**src/rtl/cla_pkg.sv**
```systemverilog
// Shared constants and term-group geometry for the decomposed CLA adder
// (nonlinear_part produces the terms, linear_part_pipe recombines them).
package cla_pkg;

    localparam int unsigned NBIT_DEF = 4;

    // Carry c_(i+1) expands to 2^(i+2)-1 product terms.
    function automatic int unsigned grp_len(input int unsigned i);
        return (32'd1 << (i + 32'd2)) - 32'd1;
    endfunction

    function automatic int unsigned grp_off(input int unsigned i);
        int unsigned off;
        off = 0;
        for (int unsigned k = 0; k < i; k++) begin
            off += grp_len(k);
        end
        return off;
    endfunction

    function automatic int unsigned nnl(input int unsigned nbit);
        return (32'd1 << (nbit + 32'd2)) - nbit - 32'd4;
    endfunction

endpackage

```
**src/rtl/cla_pipe_reg.sv**
```systemverilog
// One pipeline stage: data register plus valid bit. Load wins over drain;
// data is written only on load so idle inputs never reach the register.
module cla_pipe_reg #(
    parameter int unsigned W = 1
) (
    input  logic         clk,
    input  logic         rst,
    input  logic         load,
    input  logic         drain,
    input  logic [W-1:0] d,
    output logic [W-1:0] q,
    output logic         valid
);

    logic [W-1:0] data_q, data_d;
    logic         valid_q, valid_d;

    always_comb begin
        data_d  = data_q;
        valid_d = valid_q;
        if (load) begin
            data_d  = d;
            valid_d = 1'b1;
        end else if (drain) begin
            valid_d = 1'b0;
        end
    end

    always_ff @(posedge clk) begin
        if (rst) begin
            data_q  <= '0;
            valid_q <= 1'b0;
        end else begin
            data_q  <= data_d;
            valid_q <= valid_d;
        end
    end

    assign q     = data_q;
    assign valid = valid_q;

endmodule

```
**src/rtl/linear_part_pipe.sv**
```systemverilog
// Linear half of the decomposed CLA adder: XOR-recombines nonlinear terms into
// carries and sum bits behind a two-stage valid/ready pipeline.
module linear_part_pipe
    import cla_pkg::*;
#(
    parameter int unsigned NBIT = NBIT_DEF,
    parameter int unsigned NNL  = nnl(NBIT)
) (
    input  logic            clk,
    input  logic            rst,
    input  logic            in_valid,
    output logic            in_ready,
    input  logic [NBIT-1:0] a,
    input  logic [NBIT-1:0] b,
    input  logic            c,
    input  logic [NNL-1:0]  n,
    output logic            out_valid,
    input  logic            out_ready,
    output logic [NBIT-1:0] s,
    output logic            cout
);

    localparam int unsigned W1 = NBIT + 1 + NNL;
    localparam int unsigned W2 = NBIT + 1;

    if (NBIT < 1 || NNL != nnl(NBIT)) begin : g_bad_param
        $error("linear_part_pipe: NNL must equal 2^(NBIT+2)-NBIT-4 with NBIT >= 1");
    end

    logic            v1, v2, en2, acc;
    logic [W1-1:0]   s1_d, s1_q;
    logic [W2-1:0]   s2_d, s2_q;
    logic [NBIT-1:0] p1;
    logic [NNL-1:0]  n1;
    logic [NBIT:0]   carry;

    assign en2      = !v2 | out_ready;
    assign in_ready = !rst & (!v1 | en2);
    assign acc      = in_valid & in_ready;
    assign s1_d     = {a ^ b, c, n};

    cla_pipe_reg #(
        .W(W1)
    ) u_stage1 (
        .clk  (clk),
        .rst  (rst),
        .load (acc),
        .drain(v1 & en2),
        .d    (s1_d),
        .q    (s1_q),
        .valid(v1)
    );

    assign p1       = s1_q[W1-1 -: NBIT];
    assign carry[0] = s1_q[NNL];
    assign n1       = s1_q[NNL-1:0];

    // Each carry is the parity of its own term group; no AND past stage 1.
    for (genvar i = 0; i < NBIT; i++) begin : g_grp
        localparam int unsigned Off = grp_off(i);
        localparam int unsigned Len = grp_len(i);
        assign carry[i+1] = ^n1[Off +: Len];
    end

    assign s2_d = {carry[NBIT], p1 ^ carry[NBIT-1:0]};

    cla_pipe_reg #(
        .W(W2)
    ) u_stage2 (
        .clk  (clk),
        .rst  (rst),
        .load (v1 & en2),
        .drain(out_ready),
        .d    (s2_d),
        .q    (s2_q),
        .valid(v2)
    );

    assign out_valid = v2;
    assign s         = s2_q[NBIT-1:0];
    assign cout      = s2_q[NBIT];

endmodule

```
**config.mk**
```make
export PLATFORM = sky130hd
export DESIGN_NAME = linear_part_pipe
export DESIGN_NICKNAME = d
export VERILOG_FILES = /design/src/rtl/cla_pkg.sv /design/src/rtl/cla_pipe_reg.sv /design/src/rtl/linear_part_pipe.sv
export SDC_FILE = /design/constraint.sdc
export NUM_CORES = 1
export LEC_CHECK = 0
export ABC_CLOCK_PERIOD_IN_PS = 1600
export CAP_MARGIN = 20
export CORE_MARGIN = 3
export CORE_UTILIZATION = 44
export DETAILED_ROUTE_END_ITERATION = 6
export PLACE_DENSITY = 0.73
export SLEW_MARGIN = 20
export SYNTH_ARGS = -nofsm -noshare
export SYNTH_HDL_FRONTEND = slang
export SYNTH_SLANG_ARGS = --single-unit
export TNS_END_PERCENT = 1
```
**constraint.sdc**
```tcl
create_clock -name clk -period 1.6 [get_ports clk]
set_clock_uncertainty 0.05 [all_clocks]
set_input_delay 0.24 -clock clk [delete_from_list [all_inputs] [get_ports clk]]
set_output_delay 0.24 -clock clk [all_outputs]
set_load 0.05 [all_outputs]
```
==> flow_metrics.py <==
metrics = {
    "synthesis": {
        "yosys_warnings": 0,
        "synth_common_cells": "nand2_1 (115), dfxtp_1 (68), nand3b_1 (61), xnor2_1 (46), clkbuf_1 (15)",
        "ys_async_sr_fraction": 0,
        "ys.flop_type": "dfxtp_1",
        "synth_most_common_cell": "nand2_1",
        "yosys-top-cells-area": "dfxtp_1 (45%), nand3b_1 (15%), nand2_1 (14%)",
        "syn_nets": 413,
        "synth_area_sq_mm": 0.00301,
        "syn_avg_cell_area_sq_um": 8.75,
        "synthCells": 344,
        "ys_ff_latch": 68,
        "synth_enable_flop_cells": 0,
        "seq_area_frac_synth": 0.452,
        "yosysTopAreaCell": "dfxtp_1",
        "yosys.area.top_type_share": 0.452,
        "yosys.cell_types.count": 18,
    },
    "floorplan": {
        "rows": 29,
        "die_x_um": 88.7,
        "ioPinCount": 76,
        "core_area_sq_mm": 0.00649,
        "start_util": 0.463,
        "die-area_sq_mm": 0.00787,
        "dieHeight_um": 88.7,
    },
    "sta": {
        "rsz0062_at_grt": "true",
        "timing.final.max_slew_violations": 0,
        "fin_ws_ps": -24.3,
        "finalSetupViolations": 2,
        "slew_headroom": 0.603,
        "max_freq_mhz": 616,
        "hold_viol_final": 0,
        "worst_pin_slew_ps": 596,
        "fin_crit_sh": 1.02,
        "period_needed_ps": 1620,
    },
    "clock_network": {
        "cts_tree": "built",
        "clockRootBuffer": "clkbuf_8",
        "clk_path_buf_depth": 2,
        "cts_sinks": 68,
        "htreeDepth": 3,
        "clkTransAtPathRegs_ps": 70,
        "cts_buffers": 9,
        "insertion_delay_ps": 330,
    },
    "layout": {
        "antenna-diode-count": 0,
        "layout-drive-gt1-share": 0.0946,
        "area_growth_pct": 35.1,
        "utilization": 0.626,
        "fin_cells": 500,
        "fin_nets": 488,
    },
    "worst_hold_path": {
        "hp-class": "in2reg",
        "holdCritStartpoint": "n[1]",
    },
    "power_and_ir_drop": {
        "internal_power_mw": 3.16,
        "pwr-share-clk": 0.310,
        "power.density_mw_per_mm2": 1050,
        "irDropWorstVdd_uv": 543,
        "comb_power_share": 0.238,
        "p_leak_nw": 1.75,
        "p_seq_frac": 0.452,
        "switching_share": 0.261,
        "p_sw_mw": 1.11,
    },
    "outcome": {
        "violations": "setup timing",
        "run_status": "finished, violations left",
    },
    "setup_path": {
        "critical_path_class": "reg2reg",
        "required_ps": 1820,
        "endpoint": "u_stage2.q[4]$_SDFFE_PP0P_",
        "path_cells": "xnor3_1 -> xnor3_1 -> xnor3_1 -> xnor3_1 -> o22ai_1",
        "r2r-start": "u_stage1.q[29]$_SDFFE_PP0P_",
        "critPathTopFamily": "XOR/XNOR gates",
        "crit_start": "u_stage1.q[29]$_SDFFE_PP0P_",
        "cp_num_buf_inv": 0,
        "critPathLaunchType": "flip-flop",
        "cp_max_fo": 2,
        "path_common_cell": "xnor3_1",
        "critPathMaxStageDelay_ps": 380,
        "r2r_cells": 5,
        "worst_r2r_endpoint": "u_stage2.q[4]$_SDFFE_PP0P_",
        "r2r_setup_slack_ps": -20,
        "worst_setup_path_end_kind": "flip-flop",
        "arrival_ps": 1840,
        "crit_cells": 5,
        "cpMaxStageDelayCell": "xnor3_1",
    },
    "route": {
        "drc_errors": 0,
        "vias_per_cell": 4.84,
        "wl_per_cell_um": 12.6,
        "firstDrtPassIters": 4,
        "num_vias": 2420,
        "drtIter0Drc": 97,
        "drtAntennaViolNets": 0,
        "wl_um": 6280,
    },
    "placement": {
        "dp.cells": 485,
        "dp.final_hpwl_um": 4060,
        "gp_congestion": 0.756,
        "portBuffers": 75,
        "dp_slack_ps": -245,
    },
    "grt": {
        "antenna_found_initial": 0,
        "grt_max_degree": 70,
        "grt_overflow_total": 0,
        "grt_pass1_wl_um": 10200,
        "grt.total_usage": 0.167,
        "grt_pass1_vias": 2384,
    },
    "flow_run": {
        "cap_violations": 0,
    },
}
==> power by group through the flow <==
stage / combinational, mW / clock, mW / sequential (mW)
global route: 1.12 / 1.42 / 1.95
CTS: 1.03 / 1.36 / 1.93
global placement: 1.02 / 0 / 1.96
floorplan: 0.643 / 0 / 2.02
detailed placement: 1.03 / 0 / 1.97
finish: 1.02 / 1.32 / 1.93
==> through the flow <==
step	hold WS, ps	setup TNS [ps]	total power, mW	instance area, sq um
2_1_floorplan	289	-4120	2.67	3050
4_1_cts	364	-81.6	4.32	4070
5_1_grt	380	-181	4.49	4070
6_report	380	-32.1	4.27	4070
3_5_place_dp	423	-12890	2.99	3880
3_3_place_gp	414	-11410	2.98	3880
==> worst min path at each step <==
stage                     cells past startpoint                           to  slack, ps
after floorplan                               2   u_stage1.q[0]$_SDFFE_PP0P_        290
after global placement                        2  u_stage1.q[31]$_SDFFE_PP0P_        410
after detailed placement                      2  u_stage1.q[31]$_SDFFE_PP0P_        420
after CTS                                     3   u_stage1.q[1]$_SDFFE_PP0P_        360
after global routing                          3  u_stage1.q[21]$_SDFFE_PP0P_        380
final                                         3   u_stage1.q[1]$_SDFFE_PP0P_        380
==> area by class of cell <==
cell class / instances / area, sq um
flip-flops and latches: 68 / 1370
fillers: 588 / 2430
repair buffers: 85 / 827
well taps: 77 / 96.3
clock buffers: 14 / 183
clock inverters: 1 / 5.00
multi-input cells: 255 / 1590
==> registers in the layout (all words and copies together), names as in the netlist <==
signal / flops
u_stage1.q: 61
u_stage1.valid: 1
u_stage2.q: 5
u_stage2.valid: 1
==> repair_timing <==
action                                  4_1_cts  5_1_grt
pin swaps                                     1        0
hold buffers                                  0        0
resized for setup                             3        0
endpoints found under the setup margin        2        2
buffers inserted                              0        0
==> layer usage <==
metal | share of wire | vias to the layer above | GRT usage
met5 | 0 | - | 0
met4 | 0.010 | 0 | 0.0426
met3 | 0.064 | 8 | 0.0708
met2 | 0.47 | 62 | 0.283
met1 | 0.46 | 1101 | 0.194
li1 | - | 1249 | -
==> cells by family after synthesis <==
group | after synthesis | share of synthesized area
AND/OR/NAND/NOR | 188 | 0.315
flip-flops | 68 | 0.452
buffers and inverters | 21 | 0.0274
XOR/XNOR | 56 | 0.184
AO/OA/AOI/OAI | 11 | 0.0220
==> cell usage in the layout, fill, tap and decap left out <==
cell / instances
o22ai_1: 1
and2_4: 1
nor2_1: 7
xnor3_1: 4
clkinv_2: 1
clkbuf_1: 1
o21ai_0: 4
a211oi_1: 4
a21oi_1: 1
nand2_2: 1
dfxtp_1: 65
a21oi_4: 1
nand2b_1: 2
xnor2_2: 1
xor2_1: 5
xnor2_1: 46
nor2b_1: 1
buf_12: 2
buf_2: 1
clkdlybuf4s50_1: 66
dfxtp_2: 3
clkbuf_8: 13
nand2_1: 114
nand3b_1: 61
buf_4: 15
dlygate4sd2_1: 1
nor2b_4: 1
==> tightest hold or removal path: stages <==
cell	delay, ps
clkdlybuf4s50_1	390
nand2_1	50
nand2_1	40
(Power assumes the default switching activity.)
